## src/rtl/alu_pkg.sv

```systemverilog
// Shared types for the ALU result stage.
//   alu_op_e    : ALU opcode encoding (11 is reserved and never writes back)
//   nzcv_t      : flag bundle in architectural {N,Z,C,V} order
//   res_entry_t : one buffered ALU result with its destination and flags
package alu_pkg;

  localparam int ALU_DATA_W = 8;
  localparam int ALU_ADDR_W = 4;

  typedef enum logic [1:0] {
    OP_ADD = 2'b00,
    OP_SUB = 2'b01,
    OP_MUL = 2'b10,
    OP_RSV = 2'b11
  } alu_op_e;

  typedef struct packed {
    logic n;
    logic z;
    logic c;
    logic v;
  } nzcv_t;

  typedef struct packed {
    logic [ALU_DATA_W-1:0] data;
    logic [ALU_ADDR_W-1:0] rd;
    logic                  we;
    nzcv_t                 flags;
    logic                  set_flags;
  } res_entry_t;

endpackage

```

## src/rtl/alu_skid_fifo.sv

```systemverilog
// Two-entry FIFO between the ALU and writeback.
//   clk, rst_n     : clock, synchronous active-low reset
//   i_push_valid   : upstream has an entry; taken when o_push_ready is high
//   o_push_ready   : registered "not full"; depends only on the stored count
//   i_push_data    : entry to enqueue
//   o_pop_valid    : head entry valid
//   i_pop_ready    : downstream takes the head this cycle
//   o_pop_data     : head entry, forced to zero while empty
module alu_skid_fifo #(
  parameter type T_ENTRY = alu_pkg::res_entry_t
) (
  input  logic   clk,
  input  logic   rst_n,
  input  logic   i_push_valid,
  output logic   o_push_ready,
  input  T_ENTRY i_push_data,
  output logic   o_pop_valid,
  input  logic   i_pop_ready,
  output T_ENTRY o_pop_data
);

  T_ENTRY     r_mem [2];
  logic       r_wr_ptr;
  logic       r_rd_ptr;
  logic [1:0] r_count;
  logic       r_in_ready;

  logic       w_push;
  logic       w_pop;
  logic [1:0] w_count_nxt;

  assign w_push = i_push_valid & r_in_ready;
  assign w_pop  = (r_count != 2'd0) & i_pop_ready;

  always_comb begin
    w_count_nxt = r_count;
    if (w_push && !w_pop)      w_count_nxt = r_count + 2'd1;
    else if (w_pop && !w_push) w_count_nxt = r_count - 2'd1;
  end

  always_ff @(posedge clk) begin
    if (!rst_n) begin
      r_wr_ptr   <= 1'b0;
      r_rd_ptr   <= 1'b0;
      r_count    <= 2'd0;
      r_in_ready <= 1'b1;
    end else begin
      if (w_push) r_wr_ptr <= ~r_wr_ptr;
      if (w_pop)  r_rd_ptr <= ~r_rd_ptr;
      r_count    <= w_count_nxt;
      // Registered from the next count, so a retire while full only
      // reopens the input on the following cycle.
      r_in_ready <= (w_count_nxt != 2'd2);
    end
  end

  // Storage needs no reset: the head is masked whenever the FIFO is empty.
  always_ff @(posedge clk) begin
    if (w_push) r_mem[r_wr_ptr] <= i_push_data;
  end

  assign o_push_ready = r_in_ready;
  assign o_pop_valid  = (r_count != 2'd0);
  assign o_pop_data   = o_pop_valid ? r_mem[r_rd_ptr] : '0;

endmodule

```

## src/rtl/alu_result_stage.sv

```systemverilog
// Execute->writeback stage behind the integer ALU. Buffers results in a
// 2-entry FIFO and, at retire, updates the architectural NZCV register and
// the sticky saturation flag / saturating event counter.
//   clk, rst_n                   : clock, synchronous active-low reset
//   in_valid/in_ready            : ALU result handshake
//   in_data, in_c/n/v/z          : ALU result and flags
//   in_opcode, in_rd, in_set_flags : op type, destination, flag-update enable
//   out_valid/out_ready          : writeback handshake
//   out_data, out_rd, out_we     : head result, destination, write enable
//   flags_nzcv                   : architectural {N,Z,C,V}
//   sat_sticky, sat_count, clr_sat : saturation status and its clear
// DATA_WIDTH and REG_ADDR_W must match the widths fixed in alu_pkg.
module alu_result_stage
  import alu_pkg::*;
#(
  parameter int DATA_WIDTH = ALU_DATA_W,
  parameter int REG_ADDR_W = ALU_ADDR_W,
  parameter int CNT_W      = 8
) (
  input  logic                  clk,
  input  logic                  rst_n,
  input  logic                  in_valid,
  output logic                  in_ready,
  input  logic [DATA_WIDTH-1:0] in_data,
  input  logic                  in_c,
  input  logic                  in_n,
  input  logic                  in_v,
  input  logic                  in_z,
  input  logic [1:0]            in_opcode,
  input  logic [REG_ADDR_W-1:0] in_rd,
  input  logic                  in_set_flags,
  output logic                  out_valid,
  input  logic                  out_ready,
  output logic [DATA_WIDTH-1:0] out_data,
  output logic [REG_ADDR_W-1:0] out_rd,
  output logic                  out_we,
  output logic [3:0]            flags_nzcv,
  output logic                  sat_sticky,
  output logic [CNT_W-1:0]      sat_count,
  input  logic                  clr_sat
);

  res_entry_t       w_in_entry;
  res_entry_t       w_head;
  logic             w_retire;
  logic             w_flag_upd;
  logic             w_sat_evt;
  logic [CNT_W-1:0] w_cnt_inc;

  nzcv_t            r_flags;
  logic             r_sat_sticky;
  logic [CNT_W-1:0] r_sat_count;

  always_comb begin
    w_in_entry           = '0;
    w_in_entry.data      = in_data;
    w_in_entry.rd        = in_rd;
    w_in_entry.we        = (alu_op_e'(in_opcode) != OP_RSV);
    w_in_entry.flags     = '{n: in_n, z: in_z, c: in_c, v: in_v};
    w_in_entry.set_flags = in_set_flags;
  end

  alu_skid_fifo #(
    .T_ENTRY (res_entry_t)
  ) u_fifo (
    .clk          (clk),
    .rst_n        (rst_n),
    .i_push_valid (in_valid),
    .o_push_ready (in_ready),
    .i_push_data  (w_in_entry),
    .o_pop_valid  (out_valid),
    .i_pop_ready  (out_ready),
    .o_pop_data   (w_head)
  );

  assign out_data = w_head.data;
  assign out_rd   = w_head.rd;
  assign out_we   = w_head.we;

  // we doubles as "not reserved": reserved entries never touch flags or counter.
  assign w_retire   = out_valid & out_ready;
  assign w_flag_upd = w_retire & w_head.we & w_head.set_flags;
  assign w_sat_evt  = w_retire & w_head.we & w_head.flags.v;
  assign w_cnt_inc  = (r_sat_count == {CNT_W{1'b1}}) ? r_sat_count
                                                      : r_sat_count + CNT_W'(1);

  always_ff @(posedge clk) begin
    if (!rst_n) begin
      r_flags      <= '0;
      r_sat_sticky <= 1'b0;
      r_sat_count  <= '0;
    end else begin
      if (w_flag_upd) r_flags <= w_head.flags;
      // A saturating retire coincident with a clear counts as the first
      // event after the clear.
      if (clr_sat) begin
        r_sat_sticky <= w_sat_evt;
        r_sat_count  <= w_sat_evt ? CNT_W'(1) : '0;
      end else if (w_sat_evt) begin
        r_sat_sticky <= 1'b1;
        r_sat_count  <= w_cnt_inc;
      end
    end
  end

  assign flags_nzcv = r_flags;
  assign sat_sticky = r_sat_sticky;
  assign sat_count  = r_sat_count;

endmodule
```

## config.mk

```make
export PLATFORM = sky130hd
export DESIGN_NAME = alu_result_stage
export DESIGN_NICKNAME = d
export VERILOG_FILES = /design/src/rtl/alu_pkg.sv /design/src/rtl/alu_skid_fifo.sv /design/src/rtl/alu_result_stage.sv
export SDC_FILE = /design/constraint.sdc
export NUM_CORES = 1
export LEC_CHECK = 0
export ABC_CLOCK_PERIOD_IN_PS = 3600
export CORE_MARGIN = 3
export CORE_UTILIZATION = 54
export DETAILED_ROUTE_END_ITERATION = 16
export GPL_ROUTABILITY_DRIVEN = 0
export PLACE_DENSITY = 0.85
export SLEW_MARGIN = 15
export SYNTH_ARGS = -nofsm -noshare
export SYNTH_HDL_FRONTEND = slang
export SYNTH_SLANG_ARGS = --single-unit
export TNS_END_PERCENT = 20
```

## constraint.sdc

```tcl
create_clock -name clk -period 3.6 [get_ports clk]
set_input_delay 0.72 -clock clk [delete_from_list [all_inputs] [get_ports clk]]
set_output_delay 0.72 -clock clk [all_outputs]
set_load 0.03 [all_outputs]
```

==> out/qor_table.md, run 1 <==
| Stage | Quantity | Value |
|---|---|---|
| die | Floorplan die area | 0.005164 mm² |
| critical path | Required time of the critical path | 2.88 ns |
| synthesis | Dominant cells by area after synthesis | edfxtp_1 46%, dfxtp_1 16%, mux2i_1 7.7% |
| layout | Count of inserted antenna diode cells | 0 |
| timing | Setup repair after global routing missed its margin | false |
| critical path | R2r setup slk | 1.26 ns |
| critical path | Critical path launch point type | flop |
| synthesis | Most repeated cell in the gate-level netlist after synthesis | edfxtp_1 |
| synthesis | Post-synth net total | 217 |
| timing | Final-report max-slew violation count | 0 |
| timing | Hold violation count in the final report | 0 |
| timing | Final setup violation count | 0 |
| detailed routing | Via total after detailed routing | 1526 |
| clock network | Clock transition at the registers of the reported paths | 0.09 ns |
| synthesis | Synth warn | 0 |
| critical path | Start point of the critical path | u_fifo.r_count[1] |
| die | Count of standard-cell rows | 23 |
| detailed routing | DRC errors left | 0 |
| pwr | Power per standard cell area | 650.1 mW/mm² |
| worst hold path | Hold depth | 2 |
| clock network | Longest Clk Path Bufs | 2 |
| timing | Tightest Pin Transition | 0.7935 ns |
| clock network | Maximum level of the CTS H-tree | 2 |
| placement | Count of input and output buffers | 51 |
| flow run | Max-capacitance violation count | 0 |
| synthesis | Post-synth EDFFs | 36 |
| layout | Final core area utilization | 0.7079 |
| pwr | Maximum vdd drop | 542.8 µV |
| synthesis | Biggest area consumer among synthesized cells | edfxtp_1 |
| synthesis | Cells after Synth | 190 |
| detailed routing | WL per Instance | 14.85 µm |
| grt | Maximum number of pins on one net before global-route repair | 19 |
| placement | Worst Setup Slack post-DPL | 0.9902 ns |
| placement | Dpl hpwl | 3.050 mm |
| synthesis | Synth Register Bits | 55 |
| critical path | Maximum net fanout on the critical path | 17 |
| clock network | Num CTS Buffers | 5 |
| die | Top-level port count | 52 |
| layout | Area added between synthesis and finish | 23.50% |
| timing | Setup Total Neg Slack | 0 ns |
| worst hold path | Hold worst-path end | flags_nzcv[1] |
| synthesis | Leading register cell type out of synthesis | edfxtp_1 |
| worst hold path | Type of the tightest min-delay check | reg2reg |
| synthesis | Mean instance size in the synthesized netlist | 12.33 µm² |
| synthesis | Proportion of register bits with asynchronous set or reset after synthesis | 0 |
| grt | Antenna violations before repair | 0 |
| placement | Dpl cell area | 0.002813 mm² |
| critical path | Number of cells on the worst reg-to-reg path | 5 |
| critical path | Class of the most critical setup path | reg2out |
| layout | Final Net Count | 259 |
| timing | Shortest period the worst path allows | 2.799 ns |
| clock network | Buffer type at the clock tree root | clkbuf_8 |
| die | Die boundary height | 71.86 µm |
| synthesis | Portion of the post-synthesis area used by sequential elements | 0.6239 |
| outcome | Status | completed |
| clock network | Cells resized by post-CTS repair | 0 |
| detailed routing | ANT nets after route | 0 |
| layout | Post-route standard cell area excluding fillers | 0.002893 mm² |
| die | DIE WIDTH | 71.86 µm |
| timing | Fraction of the cycle the final worst path needs | 0.7775 |
| synthesis | Count of cell types in the netlist | 40 |
| clock network | Insertion delay of the later-clocked pin in the worst-skew pair | 0.30 ns |
| timing | Final setup margin | 0.8008 ns |
| critical path | RR Startpoint | u_fifo.r_count[1] |
| clock network | Clock tree from TritonCTS | yes |
| timing | Worst slew margin relative to its limit | 0.4710 |
| critical path | Crit path arrival time | 2.08 ns |
| detailed routing | First-iteration detailed-routing DRC count | 68 |
| critical path | Type of destination of the critical path | output pin |
| grt | Global-route wire length before repair | 6.803 mm |
| timing | Fmax achieved | 0.3572 GHz |
| synthesis | Area share of the largest cell type after synthesis | 0.4615 |
| critical path | Terminus of the critical flop-to-flop path | sat_count[6] |
| die | Placeable core region | 0.004086 mm² |
| synthesis | Ranking of synthesized cells by instance count | 36 x edfxtp_1, 23 x nor2_1, 19 x dfxtp_1 |
| layout | Fraction of layout cells with a size suffix above 1 | 0.06438 |
| synthesis | Post-synthesis cell area | 0.002342 mm² |
| grt | Total routing resource utilization after global routing | 0.1708 |
| grt | Number of global-route vias before repair | 1467 |
| die | Initial core utilization | 0.5732 |
| timing | Skew final | 0.007987 ns |
| clock network | Sink Count | 55 |
| detailed routing | DR vias/cell | 5.392 |
| detailed routing | Detailed Routing Iterations Pass 1 | 4 |
| detailed routing | Wirelength, routed | 4.202 mm |
| pwr | Final total power | 1881 µW |
| pwr | Leak pwr | 0.0009981 µW |
| grt | GRT Residual Overflow | 0 |
| worst hold path | Beginning of the worst hold path | flags_nzcv[1] |
| clock network | Hold_buf cts | 0 |
| clock network | Buffers inserted by post-CTS timing repair | 0 |
## stage by stage
step | std cells | hold WS, ns
final | 283 | 0.4767
after global routing | 283 | 0.5125
after CTS | 283 | 0.4781
after detailed placement | 275 | 0.4656
after global placement | 275 | 0.4525
after floorplan | 190 | 0.4813
## power by group
group | leakage (µW) | internal [µW] | switching (µW)
clock | 0.0000403 | 133 | 183
sequential | 0.000490 | 770 | 26.8
combinational | 0.000468 | 312 | 457
## layout make-up
type	instances	area, µm²
Clock inverter	2	7.507
Multi-Input combinational cell	111	737.0
Clock buffer	6	72.57
Tap cell	50	62.56
Sequential cell	55	1461
Fill cell	291	1194
Timing Repair Buffer	54	533.0
Inverter	5	18.77
## critical path, stage by stage, from the launching register on
cell and delay [ns]:
dfxtp_1 0.35, inv_1 0.08, ha_1 0.40, nor2_1 0.25, clkdlybuf4s50_1 0.70
## worst max path at each step
stage	end	cells after the start
global placement	sat_count[6]	4
global route	out_we	4
CTS	out_we	4
finish	out_we	4
floorplan	out_data[0]	5
detailed placement	sat_count[6]	4
## flip-flops by register name, summed over array words and instances, names as in the netlist, named ones only
| signal | cells |
|---|---|
| u_fifo.r_mem | 36 |
| sat_count | 8 |
| flags_nzcv | 4 |
| u_fifo.r_count | 2 |
| sat_sticky | 1 |
| u_fifo.o_push_ready | 1 |
| u_fifo.r_rd_ptr | 1 |
| u_fifo.r_wr_ptr | 1 |
## cell usage in the layout (no fill, tap or decap), types with 5 or more instances in the layout
master            n
clkdlybuf4s50_1  51
edfxtp_1         36
nor2_1           23
dfxtp_1          19
mux2i_1          18
nand2_1          14
a21oi_1           8
nand3_1           6
inv_1             5
clkbuf_8          5
## routing by layer
layer / up-vias / routed length [µm] / GRT usage
li1: 761 / - / -
met1: 718 / 1729 / 0.2024
met2: 41 / 2232 / 0.3061
met3: 6 / 193 / 0.04208
met4: 0 / 46 / 0.05010
met5: - / 0 / 0
## cells by family (layout without fill, tap and decap cells)
group / Yosys count / after routing / share of synthesized area
and+or+nand+nor: 60 / 60 / 0.1229
DFF: 55 / 55 / 0.6239
buffers and inverters: 24 / 67 / 0.06143
AOI/OAI and AO/OA: 22 / 22 / 0.06518
muxes: 21 / 21 / 0.09134
adders and majority gates: 4 / 4 / 0.02030
xor gates and xnor gates: 4 / 4 / 0.01496
No activity file was read; power rests on OpenSTA's default activity.
==> inputs of run 2 (changes only) <==
ABC_CLOCK_PERIOD_IN_PS = 2600   (was 3600)
CORE_UTILIZATION = 50   (was 54)
PLACE_DENSITY = 0.79   (was 0.85)
clock period = 2.6 ns   (was 3.6 ns; I/O delays follow)
==> run 2 against run 1 <==
Compared with the run above: hold slack got worse by 0.0035 ns; first-iteration DRC count did not move; total power rose by 44%; critical path depth did not move; highest routed layer unchanged.
==> out/qor_table.md, run 2 (synthesized netlist as in run 1, its figures left out) <==
| Stage | Quantity | Value | Delta |
|---|---|---|---|
| grt | Antenna violations before repair | 0 | unchanged |
| grt | Busiest layer in global routing | met2 |  |
| layout | Flip-flop count of the largest register after layout | 36 | unchanged |
| die | DIE WIDTH | 74.45 µm | +3.6% |
| pwr | Relative contribution of combinational cells to total power | 0.391 | -0.018 |
| layout | Count of inserted antenna diode cells | 0 | unchanged |
| critical path | Critical path launch point type | flop |  |
| clock network | Insertion delay of the later-clocked pin in the worst-skew pair | 0.30 ns | about the same |
| grt | Met1 global-route usage | 0.1845 | -0.01788 |
| detailed routing | First-iteration detailed-routing DRC count | 68 | unchanged |
| clock network | Num CTS Buffers | 5 | unchanged |
| die | Floorplan die area | 0.005542 mm² | +7.3% |
| grt | Met2 global-route usage | 0.2663 | -0.03978 |
| layout | Area added between synthesis and finish | 25.11% |  |
| timing | Skew final | 0.01070 ns | +0.002715 ns |
| timing | Final setup violation count | 0 | unchanged |
| placement | Dpl hpwl | 2.868 mm | -6.0% |
| timing | Hold violation count in the final report | 0 | unchanged |
| critical path | Cell breakdown of the critical path | buf_4 > mux2i_1 > nor2_1 > clkdlybuf4s50_1 |  |
| critical path | Slowest CP cell | clkdlybuf4s50_1 |  |
| detailed routing | DR vias/cell | 5.196 | -3.6% |
| critical path | Type of destination of the critical path | output pin |  |
| pwr | Switching fraction of total power | 0.3401 | -0.01403 |
| layout | Leading cell type in the layout, fill and taps excluded | clkdlybuf4s50_1 |  |
| die | Count of standard-cell rows | 24 | +4.3% |
| grt | Met3 demand-to-capacity share in global routing | 0.04459 | +0.002519 |
| detailed routing | WL per Instance | 13.69 µm | -7.8% |
| placement | Count of input and output buffers | 51 | unchanged |
| timing | Worst hold slack after final layout | 0.4732 ns | -0.003476 ns |
| layout | Commonest cells after routing, fill and taps aside | 50 x clkdlybuf4s50_1, 36 x edfxtp_1, 23 x nor2_1 |  |
| detailed routing | Wirelength, routed | 3.915 mm | -6.8% |
| layout | Final Net Count | 260 | +0.39% |
| timing | Setup repair after global routing missed its margin | false |  |
| critical path | Cell class contributing the biggest share of worst-path delay | buffers and inverters |  |
| die | Initial core utilization | 0.5270 | -0.04615 |
| pwr | Net load switching power | 918.1 µW | +38% |
| timing | Setup Total Neg Slack | 0 ns | unchanged |
| layout | Fill cell instance count of the final layout | 356 | +22% |
| outcome | Status | completed |  |
| clock network | Clock transition at the registers of the reported paths | 0.09 ns | about the same |
| pwr | Relative contribution of the clock network to total power | 0.198 | +0.030 |
| timing | Fraction of the cycle the final worst path needs | 0.9527 |  |
| critical path | Class of the most critical setup path | reg2out |  |
| timing | Shortest period the worst path allows | 2.477 ns |  |
| clock network | Sink Count | 55 | unchanged |
| grt | GRT Residual Overflow | 0 | unchanged |
| die | Die boundary height | 74.45 µm | +3.6% |
| clock network | Longest Clk Path Bufs | 2 | unchanged |
| detailed routing | Detailed Routing Iterations Pass 1 | 4 | unchanged |
| detailed routing | DRC errors left | 0 | unchanged |
| pwr | Power per standard cell area | 921.1 mW/mm² | +42% |
| clock network | Maximum level of the CTS H-tree | 2 | unchanged |
| flow run | Max-capacitance violation count | 0 | unchanged |
| critical path | Crit path arrival time | 1.96 ns | -0.12 ns |
| die | Top-level port count | 52 | unchanged |
| pwr | Portion of total power attributed to sequential cells | 0.411 | -0.013 |
| grt | Number of global-route vias before repair | 1460 | -0.48% |
| critical path | Required time of the critical path | 2.08 ns | -0.80 ns |
| critical path | Crit path buffers/inverters | 2 | unchanged |
| timing | Final-report max-slew violation count | 0 | unchanged |
| timing | Fmax achieved | 0.4037 GHz |  |
| grt | Total routing resource utilization after global routing | 0.1552 | -0.01560 |
| pwr | Maximum vdd drop | 532.3 µV | -1.9% |
| clock network | Clock tree from TritonCTS | yes |  |
| grt | Global-route wire length before repair | 6.430 mm | -5.5% |
| critical path | Maximum net fanout on the critical path | 15 | -2 |
| pwr | Leak pwr | 0.001015 µW | +1.7% |
| worst hold path | Type of the tightest min-delay check | reg2reg |  |
| layout | Final core area utilization | 0.6593 | -0.04855 |
| grt | Maximum number of pins on one net before global-route repair | 19 | unchanged |
| critical path | Critical path's largest stage delay | 0.69 ns | about the same |
| layout | Largest register by flop count | u_fifo.r_mem |  |
| detailed routing | ANT nets after route | 0 | unchanged |
| timing | Tightest Pin Transition | 0.4026 ns | -0.3909 ns |
| die | Placeable core region | 0.004444 mm² | +8.8% |
| layout | Fraction of layout cells with a size suffix above 1 | 0.08547 | +0.02109 |
| clock network | Hold_buf cts | 0 | unchanged |
| detailed routing | Via total after detailed routing | 1486 | -2.6% |
| clock network | Buffer type at the clock tree root | clkbuf_8 |  |
| pwr | Cell Int Power | 1781 µW | +47% |
| timing | Worst slew margin relative to its limit | 0.7310 | +0.2600 |
## run 2: cell types whose count changed in the layout (fill, tap and decap cells not counted)
| cell | delta |
|---|---|
| clkinvlp_2 | +1 |
| bufinv_16 | +1 |
| clkinv_1 | -1 |
| clkdlybuf4s50_1 | -1 |
| clkbuf_1 | -1 |
| ha_1 | -1 |
| buf_4 | +2 |
| ha_2 | +1 |
## run 2: final timing paths
path / start / endpoint / slack, ns / depth (start not counted)
setup / recovery: flop / out_data[7] / 0.12 / 4
setup reg to reg: u_fifo.r_count[1] / sat_count[6] / 0.42 / 5
hold reg to reg: flags_nzcv[3] / flags_nzcv[3] / 0.47 / 2
hold / removal: flags_nzcv[3] / flags_nzcv[3] / 0.47 / 2
## run 2: tightest hold or removal path: cells and delay by family (launching register included)
family / cells / cell delay [ns]
mux: 1 / 0.05
flops: 1 / 0.33
simple gates: 1 / 0.05
## run 2: final cells by class
class	instances	area, µm²	share of cell area
well taps	52	65.06	0.02220
flip-flops and latches	55	1461	0.4987
multi-input cells	111	739.5	0.2523
clock inverters	3	38.79	0.01324
repair buffers	55	538.0	0.1836
inverters	5	18.77	0.006405
clock buffers	5	68.82	0.02348
## run 2: routing by layer
| layer | routed length, µm | up-vias |
|---|---|---|
| li1 | - | 762 |
| met1 | 1657 | 689 |
| met2 | 2040 | 31 |
| met3 | 166 | 4 |
| met4 | 51 | 0 |
| met5 | 0 | - |
## run 2: power by group through the flow
stage                     logic [µW]  clock network [µW]  registers [µW]
after floorplan                  803                   0            1140
after global placement          1050                   0            1130
after detailed placement        1070                   0            1130
after CTS                       1070                 557            1110
after global routing            1140                 593            1120
final                           1060                 536            1110
## run 2: timing repair
action / in CTS / in global routing
hold endpoints to repair: 0 / 0
gates resized for setup: 1 / 0
setup endpoints to repair: 8 / 0
buffers inserted: 0 / 0
## run 2: metrics by stage
step	std cells	total power [µW]	instance area, µm²	worst slack [ns]
detailed placement	278	2196	2820	0.2260
CTS	286	2741	2930	0.08732
global route	286	2857	2930	0.02604
floorplan	190	1946	2342	0.5512
finish	286	2699	2930	0.1229
global placement	278	2180	2820	0.2886
